**src/rtl/ps2_pkg.sv**
```systemverilog
// Shared definitions for the PS/2 keyboard receiver: frame FSM encoding,
// the scan codes that get special handling, and the set-2 letter lookup.
package ps2_pkg;

    typedef enum logic [1:0] {
        ST_IDLE   = 2'd0,
        ST_DATA   = 2'd1,
        ST_PARITY = 2'd2,
        ST_STOP   = 2'd3
    } frame_state_t;

    localparam logic [7:0] KEY_EXT     = 8'hE0;
    localparam logic [7:0] KEY_BRK     = 8'hF0;
    localparam logic [7:0] KEY_ENTER   = 8'h5A;
    localparam logic [7:0] KEY_BKSP    = 8'h66;
    localparam logic [4:0] LETTER_NONE = 5'd31;

    function automatic logic [4:0] letter_of(input logic [7:0] code);
        logic [4:0] letter;
        case (code)
            8'h1C: letter = 5'd0;
            8'h32: letter = 5'd1;
            8'h21: letter = 5'd2;
            8'h23: letter = 5'd3;
            8'h24: letter = 5'd4;
            8'h2B: letter = 5'd5;
            8'h34: letter = 5'd6;
            8'h33: letter = 5'd7;
            8'h43: letter = 5'd8;
            8'h3B: letter = 5'd9;
            8'h42: letter = 5'd10;
            8'h4B: letter = 5'd11;
            8'h3A: letter = 5'd12;
            8'h31: letter = 5'd13;
            8'h44: letter = 5'd14;
            8'h4D: letter = 5'd15;
            8'h15: letter = 5'd16;
            8'h2D: letter = 5'd17;
            8'h1B: letter = 5'd18;
            8'h2C: letter = 5'd19;
            8'h3C: letter = 5'd20;
            8'h2A: letter = 5'd21;
            8'h1D: letter = 5'd22;
            8'h22: letter = 5'd23;
            8'h35: letter = 5'd24;
            8'h1A: letter = 5'd25;
            default: letter = LETTER_NONE;
        endcase
        return letter;
    endfunction

endpackage

```
**src/rtl/ps2_filter.sv**
```systemverilog
// Two-flop synchronizer followed by a glitch filter: the output level only
// changes after FILTER_LEN consecutive samples that disagree with it.
module ps2_filter #(
    parameter int FILTER_LEN = 8
) (
    input  logic clk,
    input  logic clr_n,
    input  logic i_raw,
    output logic o_level
);

    localparam int CW = $clog2(FILTER_LEN + 1);

    logic [1:0]    r_sync;
    logic [CW-1:0] r_cnt;
    logic          r_level;

    // NOTE: sequential state uses <= so every flop samples pre-edge values.
    always_ff @(posedge clk) begin
        if (!clr_n) begin
            r_sync  <= 2'b11;
            r_cnt   <= '0;
            r_level <= 1'b1;
        end else begin
            r_sync <= {r_sync[0], i_raw};
            if (r_sync[1] == r_level) begin
                r_cnt <= '0;
            end else if (r_cnt == CW'(FILTER_LEN - 1)) begin
                r_level <= r_sync[1];
                r_cnt   <= '0;
            end else begin
                r_cnt <= r_cnt + 1'b1;
            end
        end
    end

    assign o_level = r_level;

endmodule

```
**src/rtl/ps2_key_rx.sv**
```systemverilog
// PS/2 keyboard receiver: deframes 11-bit frames, tracks E0/F0 prefixes and
// reports make events with letter / Enter / Backspace decoding.
module ps2_key_rx
    import ps2_pkg::*;
#(
    parameter int FILTER_LEN     = 8,
    parameter int TIMEOUT_CYCLES = 5000
) (
    input  logic       clk,
    input  logic       clr_n,
    input  logic       ps2_clk,
    input  logic       ps2_data,
    output logic       key_valid,
    output logic [7:0] key_code,
    output logic [4:0] key_letter,
    output logic       key_enter,
    output logic       key_bksp,
    output logic       frame_err
);

    localparam int TW = $clog2(TIMEOUT_CYCLES + 1);

    logic w_clk_f;
    logic w_data_f;
    logic w_fall;

    ps2_filter #(.FILTER_LEN(FILTER_LEN)) u_clk_filter (
        .clk     (clk),
        .clr_n   (clr_n),
        .i_raw   (ps2_clk),
        .o_level (w_clk_f)
    );

    ps2_filter #(.FILTER_LEN(FILTER_LEN)) u_data_filter (
        .clk     (clk),
        .clr_n   (clr_n),
        .i_raw   (ps2_data),
        .o_level (w_data_f)
    );

    frame_state_t  r_state;
    logic          r_clk_prev;
    logic [7:0]    r_shift;
    logic [2:0]    r_bit_cnt;
    logic          r_parity;
    logic [TW-1:0] r_timeout;
    logic          r_ext;
    logic          r_brk;
    logic          r_key_valid;
    logic          r_frame_err;
    logic [7:0]    r_key_code;
    logic [4:0]    r_key_letter;
    logic          r_key_enter;
    logic          r_key_bksp;

    assign w_fall = r_clk_prev & ~w_clk_f;

    always_ff @(posedge clk) begin
        if (!clr_n) begin
            r_state      <= ST_IDLE;
            r_clk_prev   <= 1'b1;
            r_shift      <= '0;
            r_bit_cnt    <= '0;
            r_parity     <= 1'b0;
            r_timeout    <= '0;
            r_ext        <= 1'b0;
            r_brk        <= 1'b0;
            r_key_valid  <= 1'b0;
            r_frame_err  <= 1'b0;
            r_key_code   <= 8'h00;
            r_key_letter <= LETTER_NONE;
            r_key_enter  <= 1'b0;
            r_key_bksp   <= 1'b0;
        end else begin
            r_clk_prev  <= w_clk_f;
            r_key_valid <= 1'b0;
            r_frame_err <= 1'b0;

            if (r_state == ST_IDLE || w_fall) r_timeout <= '0;
            else                              r_timeout <= r_timeout + 1'b1;

            case (r_state)
                ST_IDLE: if (w_fall) begin
                    if (!w_data_f) begin
                        r_state   <= ST_DATA;
                        r_bit_cnt <= '0;
                    end else begin
                        r_frame_err <= 1'b1;
                    end
                end
                ST_DATA: if (w_fall) begin
                    r_shift   <= {w_data_f, r_shift[7:1]};
                    r_bit_cnt <= r_bit_cnt + 1'b1;
                    if (r_bit_cnt == 3'd7) r_state <= ST_PARITY;
                end
                ST_PARITY: if (w_fall) begin
                    r_parity <= w_data_f;
                    r_state  <= ST_STOP;
                end
                ST_STOP: if (w_fall) begin
                    r_state <= ST_IDLE;
                    // Good frame: stop bit high and odd parity over data+parity.
                    if (w_data_f && (^{r_shift, r_parity})) begin
                        case (r_shift)
                            KEY_EXT: r_ext <= 1'b1;
                            KEY_BRK: r_brk <= 1'b1;
                            default: begin
                                r_ext <= 1'b0;
                                r_brk <= 1'b0;
                                if (!r_brk) begin
                                    r_key_valid  <= 1'b1;
                                    r_key_code   <= r_shift;
                                    r_key_letter <= r_ext ? LETTER_NONE : letter_of(r_shift);
                                    r_key_enter  <= !r_ext && (r_shift == KEY_ENTER);
                                    r_key_bksp   <= !r_ext && (r_shift == KEY_BKSP);
                                end
                            end
                        endcase
                    end else begin
                        r_frame_err <= 1'b1;
                    end
                end
                default: r_state <= ST_IDLE;
            endcase

            // Stalled keyboard clock: abandon the partial frame.
            if (r_state != ST_IDLE && !w_fall && r_timeout == TW'(TIMEOUT_CYCLES - 1)) begin
                r_state     <= ST_IDLE;
                r_frame_err <= 1'b1;
            end
        end
    end

    assign key_valid  = r_key_valid;
    assign key_code   = r_key_code;
    assign key_letter = r_key_letter;
    assign key_enter  = r_key_enter;
    assign key_bksp   = r_key_bksp;
    assign frame_err  = r_frame_err;

endmodule

```
**config.mk**
```make
export PLATFORM = sky130hd
export DESIGN_NAME = ps2_key_rx
export DESIGN_NICKNAME = d
export VERILOG_FILES = /design/src/rtl/ps2_pkg.sv /design/src/rtl/ps2_filter.sv /design/src/rtl/ps2_key_rx.sv
export SDC_FILE = /design/constraint.sdc
export NUM_CORES = 1
export LEC_CHECK = 0
export BUFFER_PORTS_ARGS = -buffer_cell sky130_fd_sc_hd__buf_2
export CORE_ASPECT_RATIO = 1.75
export CORE_MARGIN = 2
export CORE_UTILIZATION = 55
export CTS_CLUSTER_DIAMETER = 40
export DETAILED_ROUTE_END_ITERATION = 10
export PLACE_DENSITY = 0.74
export RECOVER_POWER = 100
export SYNTH_ARGS = -nofsm -noshare
export SYNTH_HDL_FRONTEND = slang
export SYNTH_SLANG_ARGS = --single-unit
```
**constraint.sdc**
```tcl
create_clock -name clk -period 5 [get_ports clk]
set_clock_uncertainty 0.05 [all_clocks]
set_input_delay 1 -clock clk [delete_from_list [all_inputs] [get_ports clk]]
set_output_delay 1 -clock clk [all_outputs]
set_load 0.01 [all_outputs]
```
; Yosys cells after proc, flatten, opt, wreduce, memory -nomap -nowiden
; Memory sizes are Yosys's and may differ from the RTL's. A register that Yosys moved wholly into a read port is not among the register bits.
; Index checks and enable logic that the tools add are counted.
[totals]
ramBits = 0
regBits = 61
mem_count = 1
rom_bits = 640
latch_bits = 0
in_bits = 4
[op_classes]
eq_ne = 19
div_mod_pow = 0
muxes = 24
add_sub_neg = 4
multipliers = 0
shifts = 0
magnitude_cmp = 0
n_reduce_logical = 27
bitwise_logic = 12
[memory_table]
columns = name, words, width, read_ports, rd_ports_with_merged_regs, write_ports, line_no
row1 = (no name shown), 128, 5, 1, 1, 0, ps2_pkg.sv:20  ; case (code)
[op_table]
columns = cell, n
row1 = $eq A8 B7 Y1 const B, 2
row2 = $eq A8 B8 Y1 const B, 2
row3 = $mux W7, 2
row4 = $add A13 B1 Y13 const B, 1
row5 = $eq A13 B13 Y1 const B, 1
row6 = $mux W2, 6
row7 = $ne A2 B2 Y1 const B, 6
row8 = $reduce_and A4 Y1, 3
row9 = $not A1 Y1, 11
row10 = $mux W5, 2
row11 = $mux W3, 3
row12 = $reduce_xor A9 Y1, 1
row13 = $add A4 B1 Y4 const B, 2
row14 = $eq A4 B3 Y1 const B, 2
row15 = $pmux W2 S4, 1
row16 = $reduce_and A2 Y1, 4
row17 = $mux W1, 6
row18 = $pmux W1 S2, 3
row19 = $pmux W3 S2, 1
row20 = $reduce_and A6 Y1, 1
row21 = $reduce_or A2 Y1, 3
row22 = $reduce_or A3 Y1, 2
row23 = $reduce_or A6 Y1, 1
row24 = $logic_and A1 B1 Y1, 5
row25 = other kinds (11), 15

; Logic depth before layout (Yosys ltp)
[logic_depth]
depth_word = 6
mapped_depth = 15
ltp_nobuf = 13

; Cells and area by module
; From an unflattened synthesis, not the netlist that was laid out.
[unflattened]
hier_cells = 407
hier_area_um2 = 3442.1
[modules_own_cells]
columns = module, area_each_um2, n_inst, cells_per_inst
row1 = ps2_key_rx, 2951.6, 1, 361
row2 = ps2_filter, 245.2, 2, 23

; Worst setup path after synthesis
; OpenSTA, ideal clock, no wires.
[synth_timing]
path_type = in2reg
from = in clr_n
to = reg (tool-made name)
setup_ns = 0.092
arrival_time_ns = 3.133
path_stages = 10
slack_ns = 1.725
cell_sequence = clkbuf_1 -> clkinv_1 -> clkbuf_1 -> a21oi_1 -> inv_1 -> ha_1 -> o21bai_1 -> a2111oi_2 -> nor4_1 -> nor4_1
[synth_lines]
columns = item, line_no
row1 = start: declaration, ps2_key_rx.sv:10  ; input logic clr_n,

==> summary.txt <==
Clocking
  • TritonCTS clock tree: yes
  • Post-CTS setup buffer count: 0
  • Resized Gates After CTS: 0
  • Worst-skew pair later-pin latency: 350 ps
  • CTS Buf Count: 9
  • Root buf cell: clkbuf_8
  • CTS Sinks: 66
  • Worst-case clock buffer depth: 2
  • Htree depth: 3
  • CTS Hold Buffers Added: 0
  • Clock transition at path regs: 70 ps

Synthesis
  • Netlist cell types: 65
  • Number of synthesized flops with an enable pin: 0
  • Commonest cells post-synth: dfxtp_1 (66), nor2_1 (43), nand2_1 (42)
  • Most frequent cell after synthesis: dfxtp_1
  • Syn Nets: 426
  • Post-Synthesis Cells: 405
  • Area leader, netlist: dfxtp_1
  • #FFs+latches synth: 66
  • Synth area leaders: dfxtp_1 (37%), mux2i_1 (6.2%), ha_1 (6.0%)
  • Ys flop type: dfxtp_1
  • Top cell type's share of synthesized area: 0.3749
  • Share of the yosys chip area belonging to registers: 0.3749
  • Asr flop ratio synth: 0
  • Mean area per synthesized cell: 8.703 um2
  • Post-Syn Area: 3525 um2
  • Synthesis Warnings: 0

Die
  • Rows: 38
  • Core region area: 6181 um2
  • Initial cell density of the core: 0.5702
  • Die extent in y: 109.9 um
  • I/O pins: 21
  • DIE AREA: 7090 um2
  • Die X: 64.52 um

Drt
  • Residual DRC: 0
  • Detailed Route WL: 8529 um
  • Wire length per cell: 17.09 um
  • Vias per cell: 6.008
  • Final ANT Viol Nets: 0
  • Drt pass-1 iters: 4
  • First DRT Iteration DRCs: 149
  • Vias: 2998

Layout
  • Final #Nets: 437
  • Ant diodes: 0
  • Area Growth Syn to Fin: 6.319%
  • Fill count: 606
  • Final design utilization: 0.6063
  • Layout cell share with drive strength beyond 1: 0.05012

STA
  • Max Clk Rate: 244.9 MHz
  • Period utilisation layout: 0.8166
  • Max Transition Viols Final: 11
  • Post-route minimum period: 4083 ps
  • Hold Violations, Final: 0
  • Setup tns final: 0 ps
  • Transition time at the pin with the least slew margin: 1867 ps
  • Final setup violation count: 0
  • Worst relative slew slack: -0.2542
  • RSZ-0062 raised after global routing: no

Place
  • Quantity of I/O buffers inserted on ports: 20
  • Global placer's final weighted congestion: 0.9403
  • Detailed Place HPWL: 6243 um

Power and ir drop
  • Clock network power share: 0.436
  • P_leak: 1.346 nW
  • Reg power frac: 0.550
  • Switching power: 205.6 uW
  • Sw frac: 0.2140
  • PwrDens: 256.3 nW/um2
  • Maximum VDD drop: 139.5 uV
  • Final Power: 960.5 uW
  • Design internal power: 754.9 uW
  • Logic gate share of total power: 0.014

Critical path
  • Crit path launch type: flip-flop
  • Crit path kind: reg2reg
  • R2R depth: 12
  • Cell family with the largest share of critical-path delay: buffers and inverters
  • Worst Path Arrival: 4280 ps
  • Max incr delay on CP: 950 ps
  • Cell Chain, Critical Path: inv_1 > ha_1 > and3b_1 > clkbuf_1 > nand2_1 > a21oi_1 > inv_1 > ha_1 > o21bai_1 > a2111oi_0 > nor4_1 > nor4_1
  • Sum of buffers and inverters on the critical path: 3
  • Worst Path Required: 5190 ps
  • Worst R2R Setup Slack: 920 ps
  • R2R Path Start: r_state[1]
  • Logic depth of the worst path, buffers included: 12
  • Critical Path Sink Type: flip-flop
  • Critical path origin: r_state[1]
  • CP max-delay cell: clkbuf_1
  • CP max FO: 24

Flow run
  • # Max-Cap Violations: 1

Worst hold path
  • Worst min-delay path category: reg2reg

Status
  • Status: complete, but fails checks
  • Violated checks: capacitance limit, slew limit

Global route
  • Initial antenna violation count: 0
  • Largest net degree at the start of global routing: 30
  • Total Routing Usage GR: 0.2547
  • Global-route wire length before repair: 13650 um
  • Total grt overflow: 0
  • Vias in the first global route: 2934
state kept, by name, indices dropped and copies added, names as in the netlist, 2 cells and up, named ones only:
register and flops:
r_state 2, r_shift 8, u_data_filter.r_sync 2, key_letter 5, r_bit_cnt 3, u_clk_filter.r_sync 2, u_data_filter.r_cnt 4, key_code 8
r_timeout 13, u_clk_filter.r_cnt 4
cell type report:
class	count	area [um2]	area share
well taps	80	100.1	0.02671
clock inverters	3	42.54	0.01135
inverters	13	48.80	0.01302
clock buffers	11	131.4	0.03506
multi-input cells	304	2017	0.5382
repair buffers	22	86.33	0.02304
flip-flops and latches	66	1321	0.3526
through the flow:
stage / area, um2 / std cells / hold WS (ps) / worst slack (ps)
final: 3747 / 499 / 358.6 / 916.8
after global routing: 3747 / 499 / 392.3 / 682.8
after CTS: 3807 / 499 / 362.3 / 1336
after detailed placement: 3633 / 485 / 345.9 / 964.2
after global placement: 3633 / 485 / 346.2 / 1141
after floorplan: 3525 / 405 / 336.3 / 1725
cell families after synthesis:
kind of cell	share of synthesized area
compound gates	0.1349
xor+xnor	0.07065
fa+ha+maj	0.06035
buf+inv	0.04402
flops	0.3749
mux	0.07951
simple gates	0.2357
cells in the final DEF, fill, tap and decap left out, drive strengths merged, types with 4 or more instances in the layout:
cell type  instances
nor3               9
mux2i             23
nand4              6
dfxtp             66
nor4              12
inv               11
nand2b            12
xnor2              9
o21ai             11
a31oi              9
nand2             42
ha                17
nand3             15
nor2              43
a21oi             13
o31ai              4
a211oi             6
xor2              15
clkbuf            30
or3                7
and3               6
and2               4
power by group through the flow:
stage	Clock [mW]	Sequential, mW	Combinational [mW]
floorplan	0	0.540	0.00959
global placement	0	0.540	0.0133
detailed placement	0	0.540	0.0136
CTS	0.429	0.528	0.0136
global route	0.451	0.528	0.0149
finish	0.419	0.528	0.0134
routing by layer:
| metal | part of all wire | vias up | routed length [um] | track usage |
|---|---|---|---|---|
| met3 | 0.035 | 30 | 295 | 0.05322 |
| li1 | - | 1461 | - | - |
| met2 | 0.55 | 88 | 4709 | 0.4784 |
| met4 | 0.046 | 0 | 395 | 0.1626 |
| met1 | 0.37 | 1419 | 3129 | 0.2478 |
| met5 | 0 | - | 0 | 0 |
how the worst min path moves through the flow:
stage	from	end	slack (ps)	cells past startpoint
global placement	u_data_filter.r_sync[0]	u_data_filter.r_sync[1]	350	1
floorplan	u_clk_filter.r_sync[0]	u_clk_filter.r_sync[1]	340	1
global route	u_data_filter.r_sync[0]	u_data_filter.r_sync[1]	390	1
finish	u_data_filter.r_sync[0]	u_data_filter.r_sync[1]	360	1
CTS	u_data_filter.r_sync[0]	u_data_filter.r_sync[1]	360	1
detailed placement	u_data_filter.r_sync[0]	u_data_filter.r_sync[1]	350	1
Note: power is estimated with default switching activity, not from simulation.
